$ cat config.mk
export PLATFORM = sky130hd
export DESIGN_NAME = idex_elastic_pipe
export DESIGN_NICKNAME = d
export VERILOG_FILES = /design/src/rtl/idex_pkg.sv /design/src/rtl/pipe_skid_stage.sv /design/src/rtl/idex_elastic_pipe.sv
export SDC_FILE = /design/constraint.sdc
export NUM_CORES = 1
export LEC_CHECK = 0
export ABC_AREA = 0
export BUFFER_PORTS_ARGS = -buffer_cell sky130_fd_sc_hd__buf_2
export CAP_MARGIN = 0
export CELL_PAD_IN_SITES_DETAIL_PLACEMENT = 0
export CELL_PAD_IN_SITES_GLOBAL_PLACEMENT = 1
export CORE_MARGIN = 1
export CORE_UTILIZATION = 40
export DETAILED_ROUTE_END_ITERATION = 12
export PLACE_DENSITY_LB_ADDON = 0.08
export SETUP_SLACK_MARGIN = 0.05
export SLEW_MARGIN = 20
export SYNTH_ARGS = -nofsm -noshare
export SYNTH_HDL_FRONTEND = slang
export SYNTH_SLANG_ARGS = --single-unit
$ cat constraint.sdc
create_clock -name Clk -period 1.9 [get_ports Clk]
set_clock_uncertainty 0.05 [all_clocks]
set_input_delay 0.285 -clock Clk [delete_from_list [all_inputs] [get_ports Clk]]
set_output_delay 0.285 -clock Clk [all_outputs]
set_load 0.005 [all_outputs]
$ cat src/rtl/idex_pkg.sv
// Shared field layout for the ID/EX pipeline register: control bit positions,
// data-bundle offsets and small packing helpers.
package idex_pkg;

  localparam int unsigned DATA_W_DEF   = 122;
  localparam int unsigned CTRL_W_DEF   = 12;
  localparam int unsigned WORD_W       = 32;
  localparam int unsigned IMM_W        = 16;
  localparam int unsigned REG_IDX_W    = 5;

  // Control bundle bit positions
  localparam int unsigned CTRL_REGWRITE  = 11;
  localparam int unsigned CTRL_MEMTOREG  = 10;
  localparam int unsigned CTRL_BRANCH    = 9;
  localparam int unsigned CTRL_MEMREAD   = 8;
  localparam int unsigned CTRL_MEMWRITE  = 7;
  localparam int unsigned CTRL_REGDST    = 6;
  localparam int unsigned CTRL_ALUSRC    = 5;
  localparam int unsigned CTRL_ALUOP_LSB = 0;
  localparam int unsigned CTRL_ALUOP_W   = 5;

  localparam logic [CTRL_W_DEF-1:0] CTRL_NOP = '0;

  // Data bundle field offsets (lsb of each field)
  localparam int unsigned DATA_RD_LSB     = 0;
  localparam int unsigned DATA_RT_LSB     = 5;
  localparam int unsigned DATA_IMM_LSB    = 10;
  localparam int unsigned DATA_RTDATA_LSB = 26;
  localparam int unsigned DATA_RSDATA_LSB = 58;
  localparam int unsigned DATA_PC4_LSB    = 90;

  typedef struct packed {
    logic [WORD_W-1:0]    pc4;
    logic [WORD_W-1:0]    rs_data;
    logic [WORD_W-1:0]    rt_data;
    logic [IMM_W-1:0]     imm;
    logic [REG_IDX_W-1:0] rt;
    logic [REG_IDX_W-1:0] rd;
  } idex_data_t;

  typedef struct packed {
    logic                    regwrite;
    logic                    memtoreg;
    logic                    branch;
    logic                    memread;
    logic                    memwrite;
    logic                    regdst;
    logic                    alusrc;
    logic [CTRL_ALUOP_W-1:0] aluop;
  } idex_ctrl_t;

  function automatic logic [DATA_W_DEF-1:0] make_data(
    input logic [WORD_W-1:0]    pc4,
    input logic [WORD_W-1:0]    rs_data,
    input logic [WORD_W-1:0]    rt_data,
    input logic [IMM_W-1:0]     imm,
    input logic [REG_IDX_W-1:0] rt,
    input logic [REG_IDX_W-1:0] rd
  );
    logic [DATA_W_DEF-1:0] d;
    d = '0;
    d[DATA_PC4_LSB    +: WORD_W]    = pc4;
    d[DATA_RSDATA_LSB +: WORD_W]    = rs_data;
    d[DATA_RTDATA_LSB +: WORD_W]    = rt_data;
    d[DATA_IMM_LSB    +: IMM_W]     = imm;
    d[DATA_RT_LSB     +: REG_IDX_W] = rt;
    d[DATA_RD_LSB     +: REG_IDX_W] = rd;
    return d;
  endfunction

  function automatic logic [CTRL_W_DEF-1:0] make_ctrl(
    input logic                    regwrite,
    input logic                    memtoreg,
    input logic                    branch,
    input logic                    memread,
    input logic                    memwrite,
    input logic                    regdst,
    input logic                    alusrc,
    input logic [CTRL_ALUOP_W-1:0] aluop
  );
    logic [CTRL_W_DEF-1:0] c;
    c = CTRL_NOP;
    c[CTRL_REGWRITE] = regwrite;
    c[CTRL_MEMTOREG] = memtoreg;
    c[CTRL_BRANCH]   = branch;
    c[CTRL_MEMREAD]  = memread;
    c[CTRL_MEMWRITE] = memwrite;
    c[CTRL_REGDST]   = regdst;
    c[CTRL_ALUSRC]   = alusrc;
    c[CTRL_ALUOP_LSB +: CTRL_ALUOP_W] = aluop;
    return c;
  endfunction

endpackage

$ cat src/rtl/pipe_skid_stage.sv
// One elastic pipeline stage: main register plus skid register, with a
// registered ready so out_ready never reaches in_ready combinationally.
module pipe_skid_stage #(
  parameter int unsigned W = 134
) (
  input  logic         Clk,
  input  logic         Reset_n,
  input  logic         flush,
  input  logic         in_valid,
  output logic         in_ready,
  input  logic [W-1:0] in_payload,
  output logic         out_valid,
  input  logic         out_ready,
  output logic [W-1:0] out_payload
);

  logic         main_valid_q, main_valid_d;
  logic         skid_valid_q, skid_valid_d;
  logic [W-1:0] main_data_q, main_data_d;
  logic [W-1:0] skid_data_q, skid_data_d;
  logic         push;
  logic         pop;

  // Next-state: flush wins; otherwise pop refills main from skid or input
  always_comb begin
    push         = in_valid && !skid_valid_q;
    pop          = main_valid_q && out_ready;
    main_valid_d = main_valid_q;
    skid_valid_d = skid_valid_q;
    main_data_d  = main_data_q;
    skid_data_d  = skid_data_q;
    if (flush) begin
      main_valid_d = 1'b0;
      skid_valid_d = 1'b0;
    end else if (pop) begin
      if (skid_valid_q) begin
        main_data_d  = skid_data_q;
        skid_valid_d = 1'b0;
      end else if (push) begin
        main_data_d  = in_payload;
      end else begin
        main_valid_d = 1'b0;
      end
    end else if (push) begin
      if (!main_valid_q) begin
        main_valid_d = 1'b1;
        main_data_d  = in_payload;
      end else begin
        skid_valid_d = 1'b1;
        skid_data_d  = in_payload;
      end
    end
  end

  always_ff @(posedge Clk or negedge Reset_n) begin
    if (!Reset_n) begin
      main_valid_q <= 1'b0;
      skid_valid_q <= 1'b0;
      main_data_q  <= '0;
      skid_data_q  <= '0;
    end else begin
      main_valid_q <= main_valid_d;
      skid_valid_q <= skid_valid_d;
      main_data_q  <= main_data_d;
      skid_data_q  <= skid_data_d;
    end
  end

  assign in_ready    = !skid_valid_q;
  assign out_valid   = main_valid_q;
  assign out_payload = main_data_q;

endmodule

$ cat src/rtl/idex_elastic_pipe.sv
// ID/EX pipeline register built from chained elastic stages, with bubble
// masking of the control bundle and a saturating stall-cycle counter.
module idex_elastic_pipe
  import idex_pkg::*;
#(
  parameter int unsigned DATA_W     = DATA_W_DEF,
  parameter int unsigned CTRL_W     = CTRL_W_DEF,
  parameter int unsigned NUM_STAGES = 1,
  parameter int unsigned CNT_W      = 16
) (
  input  logic              Clk,
  input  logic              Reset_n,
  input  logic              in_valid,
  output logic              in_ready,
  input  logic [DATA_W-1:0] in_data,
  input  logic [CTRL_W-1:0] in_ctrl,
  input  logic              flush,
  output logic              out_valid,
  input  logic              out_ready,
  output logic [DATA_W-1:0] out_data,
  output logic [CTRL_W-1:0] out_ctrl,
  output logic [CNT_W-1:0]  stall_cnt
);

  localparam int unsigned PAYLOAD_W = DATA_W + CTRL_W;
  localparam logic [CNT_W-1:0] STALL_MAX = '1;

  if (NUM_STAGES < 1 || NUM_STAGES > 4) begin : g_bad_num_stages
    $error("idex_elastic_pipe: NUM_STAGES must be in 1..4");
  end

  logic [NUM_STAGES:0]                stg_valid;
  logic [NUM_STAGES:0]                stg_ready;
  logic [NUM_STAGES:0][PAYLOAD_W-1:0] stg_payload;
  logic [CNT_W-1:0]                   stall_cnt_q, stall_cnt_d;

  assign stg_valid[0]          = in_valid;
  assign stg_payload[0]        = {in_data, in_ctrl};
  assign in_ready              = stg_ready[0];
  assign stg_ready[NUM_STAGES] = out_ready;

  for (genvar i = 0; i < NUM_STAGES; i++) begin : g_stage
    pipe_skid_stage #(
      .W (PAYLOAD_W)
    ) u_stage (
      .Clk         (Clk),
      .Reset_n     (Reset_n),
      .flush       (flush),
      .in_valid    (stg_valid[i]),
      .in_ready    (stg_ready[i]),
      .in_payload  (stg_payload[i]),
      .out_valid   (stg_valid[i+1]),
      .out_ready   (stg_ready[i+1]),
      .out_payload (stg_payload[i+1])
    );
  end

  // A bubble presents a NOP so RegWrite/MemWrite can never leak into EX
  assign out_valid = stg_valid[NUM_STAGES];
  assign out_data  = stg_payload[NUM_STAGES][PAYLOAD_W-1 -: DATA_W];
  assign out_ctrl  = out_valid ? stg_payload[NUM_STAGES][CTRL_W-1:0] : CTRL_W'(CTRL_NOP);

  always_comb begin
    stall_cnt_d = stall_cnt_q;
    if (out_valid && !out_ready && (stall_cnt_q != STALL_MAX)) begin
      stall_cnt_d = stall_cnt_q + CNT_W'(1);
    end
  end

  always_ff @(posedge Clk or negedge Reset_n) begin
    if (!Reset_n) begin
      stall_cnt_q <= '0;
    end else begin
      stall_cnt_q <= stall_cnt_d;
    end
  end

  assign stall_cnt = stall_cnt_q;

endmodule

==> After elaboration in Yosys (flattened, before gate mapping) <==
Index checks and enable logic that the tools add are counted.
{ "totals": {"register_bits": 286, "input_bits": 139, "output_inout_bits": 152, "wordCells": 41} }
{ "classes": {"add_sub_neg": 1, "eq_ne": 4, "muxes": 15, "bitwise": 2, "reduce_logical": 14} }
{ "ops": {"columns": ["op", "n"], "rows": [
  ["$mux W134", 5],
  ["$add A16 B1 Y16 const B", 1],
  ["$ne A16 B16 Y1 const B", 1],
  ["$mux W12", 1],
  ["$mux W1", 9],
  ["$reduce_and A4 Y1", 2],
  ["$ne A3 B3 Y1 const B", 2],
  ["$reduce_bool A3 Y1", 2],
  ["$logic_and A1 B1 Y1", 4],
  ["$reduce_bool A2 Y1", 2],
  ["$reduce_and A3 Y1", 1],
  ["$logic_not A1 Y1", 2],
  ["$ne A2 B2 Y1 const B", 1],
  ["$not A1 Y1", 2],
  ["$reduce_and A2 Y1", 1]
]} }

==> Logic depth before layout (Yosys ltp) <==
Gate-level depths: netlist (run 1).
{ "depth": {"word_depth": 6, "depth_mapped": 7, "mapped_depth_nobuf": 5} }

==> By module <==
Synthesis (run 1) repeated with hierarchy kept, for this count alone.
{ "hier_totals": {"cells_unflattened": 811, "area_unflattened_um2": 12555.8} }
{ "by_module_without_submodules": {"columns": ["mod", "instances", "cells_each", "area_per_inst_um2", "seq_area_each_um2"], "rows": [
  ["pipe_skid_stage", 1, 727, 11671.2, 6756.5],
  ["idex_elastic_pipe", 1, 84, 884.6, 400.4]
]} }

==> Worst setup path before layout (run 1) <==
Ideal clock, no wire load.
{ "synth_timing": {"path_type": "register -> register", "from": "reg g_stage[0].u_stage.main_valid_q", "to": "reg g_stage[0].u_stage.skid_data_q[100]", "setup_time_ns": 0.127, "arrival_ns": 1.549, "t_required_ns": 1.723, "path_slack_ns": 0.173, "stages_incl_launch_ff": 7, "path_buffers": 3, "period_less_slack_ns": 1.727, "cell_sequence": "dfrtp_1 > buf_4 > nand2b_4 > nor3_2 > buf_4 > buf_6 > mux2_1"} }
{ "synth_between": {"elab_chain_cells": 3} }
{ "synth_rtl": {"columns": ["element", "line_no", "source"], "rows": [
  ["from (decl)", "pipe_skid_stage.sv:17", "logic main_valid_q, main_valid_d;"],
  ["from (signal assigned)", "pipe_skid_stage.sv:62", "main_valid_q <= main_valid_d;"],
  ["$logic_and A1 B1 Y1", "pipe_skid_stage.sv:27", "pop = main_valid_q && out_ready;"],
  ["$not A1 Y1 (no source line)", null, null],
  ["$reduce_and A4 Y1 (no source line) (*)", null, null],
  ["to (signal assigned)", "pipe_skid_stage.sv:65", "skid_data_q <= skid_data_d;"],
  ["to (decl)", "pipe_skid_stage.sv:20", "logic [W-1:0] skid_data_q, skid_data_d;"]
]} }
Every way passes the cells marked *; elsewhere a longest branch is shown, timed or not.
A chain may end at the register's enable or synchronous reset.

==> Worst setup path in the final report (run 1) <==
{ "layout_timing": {"from": "reg g_stage[0].u_stage.main_valid_q", "to": "out out_ctrl[10]"} }
{ "layout_between": {"elab_chain_cells": 1} }
{ "layout_rtl": {"columns": ["element", "line_no", "source"], "rows": [
  ["$mux W12", "idex_elastic_pipe.sv:61", "assign out_ctrl = out_valid ? stg_payload[NUM_STAGES][CTRL_W-1:0] : CTRL_W'(CTRL_NOP);"],
  ["to (decl)", "idex_elastic_pipe.sv:21", "output logic [CTRL_W-1:0] out_ctrl,"]
]} }
No other way between the ends.

==> out/qor.yml, run 1 <==
dr.pass1.iters: 4
postSynthAreaPerCell_sq_um: 11.97
first_global_vias: 8765
fill_cells: 2838
rsz0062_at_grt: "yes"
drive_above_1_share_pct: 34.21
hold_viol: 0
start_util_pct: 40.92
final_nets: 1558
dr_wl_met3_um: 2023
wl_per_cell_um: 15.69
slew_headroom_pct: 72.87
seq_area_frac_synth_pct: 54.99
cts_buffer_depth: 3
wl_um: 29440
place_congestion: 0.7405
drc: 0
layout_common_cells: "285 x dfrtp_1, 279 x buf_2, 139 x a21oi_1, 138 x dlygate4sd3_1, 137 x nor2_1"
syn_inst: 1087
seqCellArea_sq_mm: 0.007158
via_per_inst: 4.670
die_y_um: 182.4
setup_slack_ps: 85.04
worstHoldPathCells: 3
setup_viol: 0
worst_r2r_startpoint: "g_stage[0].u_stage.out_valid"
ant_nets: 0
p_leak_nw: 8.567
io_pins: 291
num_rows: 65
grt_remaining_overflow: 0
grt_pass1_wl_um: 47330
cts.htree.levels: 1
pre_cts_slack_ps: 90.46
cts_buffers: 31
yosysWarnings: 0
drv_cap: 0
diodes: 0
hold_start: "in_valid"
vias: 8761
synth.distinct_cells: 34
wl_met2_um: 13330
crit_path_end_kind: "output port"
clkSlewWorstSetupHoldPaths_ps: 60
fmax_mhz: 551.0
status: "complete, no violations"
grt_max_degree: 62
drt-met1-wl_um: 13570
clock_sinks: 286
cts_tree: "done"
startpoint_type: "flop"
crit_required_ps: 1560
final_common_cell: "dfrtp_1"
die_x_um: 182.4
cts_root_buf: "clkbuf_16"
dp_hpwl_um: 19840
slew_viol_final: 0
holdWs_ps: 130.3
multi_input_comb_area_sq_mm: 0.004629
cp_data_arrival_time_ps: 1480
io_buffer_count: 290
area_growth_pct: 30.80
rrSetupSlack_ps: 120
synth_nets: 1227
setup-tns-final_ps: 0
timing.rr.end: "g_stage[0].u_stage.skid_data_q[35]"
antenna_found_initial: 1
insertion_delay_ps: 550
synth_seq_cells: 286
worst_pin_slew_ps: 406.9
topRoutingLayerUsed: "met5"
track_usage_pct: 17.77
hold_end: "g_stage[0].u_stage.out_valid"
min_period_over_period_pct: 95.52
core_area_sq_mm: 0.03180
period_needed_ps: 1815
hold_path.class: "input pin to flop"
cp_max_fo: 7
die_area_sq_mm: 0.03326
ir_drop_v: 0.0006700
power_density_mw_per_mm2: 1028
drt_iter0_markers: 364
reg2reg_depth: 5
crit_type: "flop to output port"
synth_area_sq_mm: 0.01301
## registers in the layout, indices dropped and copies added (netlist names)
register	cells
g_stage.u_stage.out_payload	134
g_stage.u_stage.out_valid	1
g_stage.u_stage.skid_data_q	134
g_stage.u_stage.skid_valid_q	1
stall_cnt	16
## logic make-up (layout without fill, tap and decap cells)
| group | Yosys count | count (layout) | share of synthesized area (%) |
|---|---|---|---|
| DFF | 286 | 286 | 54.99 |
| xor gates and xnor gates | 13 | 13 | 0.8749 |
| adders and majority gates | 1 | 1 | 0.09613 |
| muxes | 269 | 269 | 21.99 |
| buffers and inverters | 188 | 542 | 9.903 |
| AOI/OAI and AO/OA | 146 | 146 | 5.788 |
| and+or+nand+nor | 184 | 184 | 6.355 |
## how the worst max path moves through the flow
stage                                               start                                   to  slack (ps)  depth (start not counted)
after floorplan              g_stage[0].u_stage.out_valid  g_stage[0].u_stage.skid_data_q[100]         170                          6
after global placement    g_stage[0].u_stage.skid_valid_q   g_stage[0].u_stage.skid_data_q[32]         150                          4
after detailed placement     g_stage[0].u_stage.out_valid  g_stage[0].u_stage.out_payload[102]          90                          7
after CTS                    g_stage[0].u_stage.out_valid                          out_ctrl[3]          40                          4
after global routing         g_stage[0].u_stage.out_valid                          out_ctrl[3]          30                          4
final                        g_stage[0].u_stage.out_valid                         out_ctrl[10]          90                          4
## stage by stage
stage / instances / util (%) / power, mW / cell area, sq um
floorplan: 1087 / - / 10.38 / 13010
global placement: 1677 / 45.24 / 11.05 / 14390
detailed placement: 1677 / 45.24 / 11.14 / 14390
CTS: 1874 / 53.28 / 17.73 / 16940
global route: 1876 / 53.53 / 18.49 / 17020
finish: 1876 / 53.53 / 17.50 / 17020
## where the power goes
group	total [mW]	switching, mW	internal (mW)
Sequential	8.22	0.732	7.49
Combinational	3.08	1.32	1.76
Clock	6.20	2.41	3.79
Total	17.5	4.46	13.0
## layer usage
metal  vias up  global-route usage, %
met3        37                  4.730
met4         2                  4.235
li1       4281                      -
met2       232                  28.02
met5         -                      0
met1      4209                  24.40
## critical path, cell delays in order (launching register included)
cell     delay [ps]
dfrtp_2         410
buf_6           140
buf_8           130
and2_4          130
buf_6           120
## area by class of cell
type / count / share of cell area (%)
clock buffer: 50 / 5.799
timing repair buffer: 481 / 21.15
multi-input combinational: 613 / 27.20
tap: 435 / 3.197
sequential: 286 / 42.05
clock inverter: 6 / 0.4925
inverter: 5 / 0.1103
## Yosys cell counts (all sizes together)
library cell / instances / area share, %
dfrtp: 286 / 55
buf: 182 / 9.7
a21oi: 139 / 5.3
nor2: 137 / 4.0
mux2: 135 / 12
mux2i: 134 / 10
and2: 12 / 0.58
xor2: 10 / 0.67
nand2: 7 / 0.20
nor3: 6 / 0.27
inv: 5 / 0.14
nand3: 4 / 0.15
nand4: 4 / 0.24
nor4: 4 / 0.38
a211oi: 3 / 0.21
o21ai: 3 / 0.12
xnor2: 3 / 0.20
nand2b: 2 / 0.15
nor3b: 2 / 0.12
or3: 2 / 0.096
a2111oi: 1 / 0.12
and3: 1 / 0.048
and4: 1 / 0.067
clkbuf: 1 / 0.029
ha: 1 / 0.096
nor2b: 1 / 0.048
or2: 1 / 0.048
## repair_timing
| action | CTS | global route |
|---|---|---|
| buffers inserted | 2 | 2 |
| endpoints found under the hold margin | 414 | 0 |
| setup endpoints to repair | 11 | 20 |
| resized for setup | 17 | 14 |
| hold buffers | 138 | 0 |
| pin swaps | 0 | 0 |
| gates cloned | 1 | 0 |
No activity file was read; power rests on OpenSTA's default activity.
==> run 2: changes to the inputs <==
RECOVER_POWER = 50   (was default)
==> out/qor.yml, run 2 (synthesis results as in run 1) <==
hold_path.class: "input pin to flop"
ant_nets: 0
layout_common_cells: "285 x dfrtp_1, 246 x buf_2, 139 x a21oi_1, 138 x dlygate4sd3_1, 137 x nor2_1"
power_density_mw_per_mm2: 1032
fill_cells: 2857
io_pins: 291
clkPwrFrac_pct: 35.5
start_util_pct: 40.92
cpPeakStageDelay_ps: 410
clock_sinks: 286
setup_viol: 0
crit_cells: 4
wl_um: 29480
worstHoldPathCells: 3
cp_max_fo: 7
via_per_inst: 4.681
diodes: 0
p_int_mw: 12.98
rsz0062_at_grt: "yes"
drv_cap: 0
combPwrFrac_pct: 17.4
crit_slowest_cell: "dfrtp_2"
crit_required_ps: 1560
io_buffer_count: 290
antenna_found_initial: 1
final_nets: 1558
grt_remaining_overflow: 0
core_area_sq_mm: 0.03180
hold_viol: 0
worst_pin_slew_ps: 939.4
crit_path_end_kind: "output port"
drt_iter0_markers: 387
grt_pass1_wl_um: 47330
ir_drop_v: 0.0006699
cts_root_buf: "clkbuf_16"
clkSlewWorstSetupHoldPaths_ps: 60
total_power_mw: 17.45
drive_above_1_share_pct: 31.51
place_congestion: 0.7405
pre_cts_slack_ps: 90.46
fmax_mhz: 551.0
vias: 8781
setup-tns-final_ps: 0
first_global_vias: 8765
final_common_cell: "dfrtp_1"
hold_end: "g_stage[0].u_stage.out_valid"
cts_tree: "done"
wl_per_cell_um: 15.71
reg2reg_depth: 4
die_y_um: 182.4
worst_r2r_startpoint: "g_stage[0].u_stage.skid_valid_q"
slew_viol_final: 0
area_growth_pct: 29.95
p_sw_mw: 4.468
cp_data_arrival_time_ps: 1480
seqCellArea_sq_mm: 0.007158
status: "complete, no violations"
crit_top_cell: "buf_6"
critPathBufInv: 3
period_needed_ps: 1815
hold_start: "in_valid"
place_inst: 1677
cts.htree.levels: 1
path_delay_family: "flip-flops"
min_period_over_period_pct: 95.53
drc: 0
p_leak_nw: 8.452
crit_type: "flop to output port"
stdcell_count: 1876
die_area_sq_mm: 0.03326
track_usage_pct: 17.77
timing.rr.end: "g_stage[0].u_stage.skid_data_q[35]"
crit_chain: "buf_6 -> buf_8 -> and2_4 -> buf_6"
insertion_delay_ps: 550
num_rows: 65
p_sw_share_pct: 25.60
dp_hpwl_um: 19840
setup_slack_ps: 85.00
dr.pass1.iters: 5
multi_input_comb_area_sq_mm: 0.004629
die_x_um: 182.4
grt_max_degree: 62
cts_buffers: 31
startpoint_type: "flop"
slew_headroom_pct: 37.37
seqPwrFrac_pct: 47.1
cts_buffer_depth: 3
rrSetupSlack_ps: 120
[run 2: changes by cell type in the layout (fill, tap and decap cells not counted)]
cell	before	now
clkbuf_4	0	1
clkbuf_2	0	4
buf_2	279	246
buf_1	0	1
buf_12	18	15
buf_4	29	21
clkbuf_1	5	43
[run 2: worst register-to-register path, stage by stage (launching register included)]
cell       delay (ps)
dfrtp_1           370
nand2b_1          250
nor3_4            200
clkbuf_16         340
mux2_2            450
[run 2: worst max-delay path by stage]
stage	slack (ps)	from	to
finish	80	g_stage[0].u_stage.out_valid	out_ctrl[10]
CTS	40	g_stage[0].u_stage.out_valid	out_ctrl[3]
global placement	150	g_stage[0].u_stage.skid_valid_q	g_stage[0].u_stage.skid_data_q[32]
floorplan	170	g_stage[0].u_stage.out_valid	g_stage[0].u_stage.skid_data_q[100]
global route	30	g_stage[0].u_stage.out_valid	out_ctrl[3]
detailed placement	90	g_stage[0].u_stage.out_valid	g_stage[0].u_stage.out_payload[102]
[run 2: final cells by class]
class / count / area share, %
clock inverter: 6 / 0.4957
timing repair buffer: 481 / 20.63
sequential: 286 / 42.33
tap: 435 / 3.218
multi-input combinational: 613 / 27.37
clock buffer: 50 / 5.838
inverter: 5 / 0.1110
[run 2: layer usage]
metal  GRT usage, %  part of all wire (%)  vias up
li1               -                     -     4282
met2          28.02                    45      231
met4          4.235                   1.7        2
met5              0                 0.044        -
met1          24.40                    46     4229
met3          4.730                   6.9       37
[run 2: per-stage QoR]
step / utilization, % / hold WS [ps] / area, sq um
finish: 53.18 / 130.4 / 16910
global placement: 45.24 / 177.3 / 14390
CTS: 53.28 / 100.0 / 16940
global route: 53.18 / 142.3 / 16910
floorplan: - / -60.59 / 13010
detailed placement: 45.24 / 176.5 / 14390
[run 2: power by group through the flow]
stage                     Combinational [mW]  Sequential [mW]  Clock [mW]
after global routing                    3.39             8.42        6.64
after global placement                  2.76             8.29           0
after detailed placement                2.82             8.32           0
after floorplan                         2.25             8.13           0
after CTS                               3.11             8.22        6.40
final                                   3.03             8.22        6.20
[run 2: repair_timing]
item | in CTS | in global routing
endpoints found under the hold margin | 414 | 0
hold buffers | 138 | 0
pin swaps | 0 | 0
gates cloned | 1 | 0
resized for setup | 17 | 14
setup endpoints to repair | 11 | 20
setup buffers | 2 | 2
==> run 3: changes to the inputs <==
CORE_MARGIN = 8   (was 1)
==> out/qor.yml, run 3 (synthesis results as in run 1) <==
status: "complete, no violations"
first_global_vias: 9374
die_x_um: 196.4
start_util_pct: 40.30
crit_start: "g_stage[0].u_stage.out_valid"
rsz0062_at_grt: "yes"
grt_remaining_overflow: 0
setup-tns-final_ps: 0
setup_viol: 0
final_cell_area_sq_mm: 0.01687
critPathBufInv: 2
met3_usage_pct: 4.281
cp_data_arrival_time_ps: 1450
holdWs_ps: 18.59
crit_type: "flop to output port"
cp_max_fo: 8
drv_cap: 0
cts_tree: "done"
startpoint_type: "flop"
io_buffer_count: 290
hold_start: "in_data[30]"
hold_viol: 0
p_leak_nw: 8.405
power_density_mw_per_mm2: 1050
cts_buffer_depth: 3
io_pins: 291
via_per_inst: 4.698
antenna_found_initial: 3
crit_required_ps: 1560
wl_um: 32710
cts.htree.levels: 2
worst_r2r_startpoint: "g_stage[0].u_stage.skid_valid_q"
insertion_delay_ps: 500
die_area_sq_mm: 0.03856
min_period_over_period_pct: 93.90
ir_drop_v: 0.0006714
crit_chain: "buf_4 -> and2_1 -> buf_2"
track_usage_pct: 16.81
slew_viol_final: 0
path_delay_family: "flip-flops"
cts_buffers: 34
fill_cells: 2963
final_nets: 1559
worst_pin_slew_ps: 946.7
drc: 0
clkSlewWorstSetupHoldPaths_ps: 60
place_inst: 1686
grt_util_met2_pct: 26.59
vias: 8870
final_common_cell: "dfrtp_1"
place_area_sq_mm: 0.01445
layout_common_cells: "285 x dfrtp_1, 239 x buf_2, 139 x a21oi_1, 137 x nor2_1"
crit_slowest_cell: "dfrtp_2"
num_rows: 66
grt_pass1_wl_um: 52830
period_needed_ps: 1784
area_growth_pct: 29.66
core_area_sq_mm: 0.03229
drive_above_1_share_pct: 30.01
grt_max_degree: 65
cpPeakStageDelay_ps: 450
clock_sinks: 286
hold_path.class: "input pin to flop"
place_congestion: 0.7568
crit_path_end_kind: "output port"
drt_iter0_markers: 379
fmax_mhz: 560.5
final_util_pct: 52.26
stdcell_count: 1888
grtUsageMet1_pct: 22.87
cts_root_buf: "clkbuf_16"
wl_per_cell_um: 17.32
die_y_um: 196.4
dp_hpwl_um: 22200
grt-busiest-layer: "met2"
dr.pass1.iters: 7
ant_nets: 0
slew_headroom_pct: 36.89
-- run 3: through the flow --
step	worst slack, ps	power [mW]
5_1_grt	21.26	18.75
3_3_place_gp	121.0	11.13
6_report	115.8	17.71
2_1_floorplan	173.5	10.38
3_5_place_dp	92.89	11.24
4_1_cts	64.68	18.06
-- run 3: routing by layer --
metal	part of all wire, %	vias to the layer above
met5	0	-
met2	46	226
met3	6.1	40
li1	-	4294
met4	1.7	0
met1	46	4310
-- run 3: worst paths after layout --
kind	depth (start not counted)	slack [ps]	endpoint
setup / recovery	3	120	out_ctrl[10]
hold / removal	2	20	g_stage[0].u_stage.skid_data_q[42]
setup reg to reg	7	130	g_stage[0].u_stage.out_payload[132]
hold reg to reg	1	430	g_stage[0].u_stage.skid_data_q[64]
max in group asynchronous	4	330	stall_cnt[6]
min in group asynchronous	2	240	g_stage[0].u_stage.skid_data_q[60]
-- run 3: area by class of cell --
type | instances | area (sq um) | area share, %
diodes | 3 | 7.507 | 0.04449
clock buffers | 53 | 1056 | 6.258
clock inverters | 7 | 62.56 | 0.3708
inverters | 5 | 18.77 | 0.1112
multi-input cells | 613 | 4609 | 27.32
flip-flops and latches | 286 | 7158 | 42.42
well taps | 442 | 553.0 | 3.277
repair buffers | 479 | 3408 | 20.20
-- run 3: where the power goes --
group | switching (mW) | internal, mW
Clock | 2.50 | 3.95
Sequential | 0.765 | 7.49
Combinational | 1.34 | 1.66
-- run 3: timing repair --
item,4_1_cts,5_1_grt
hold buffers,134,0
setup buffers,0,3
pin swaps,0,1
hold endpoints to repair,230,0
setup endpoints to repair,3,65
gates cloned,0,2
resized for setup,1,4
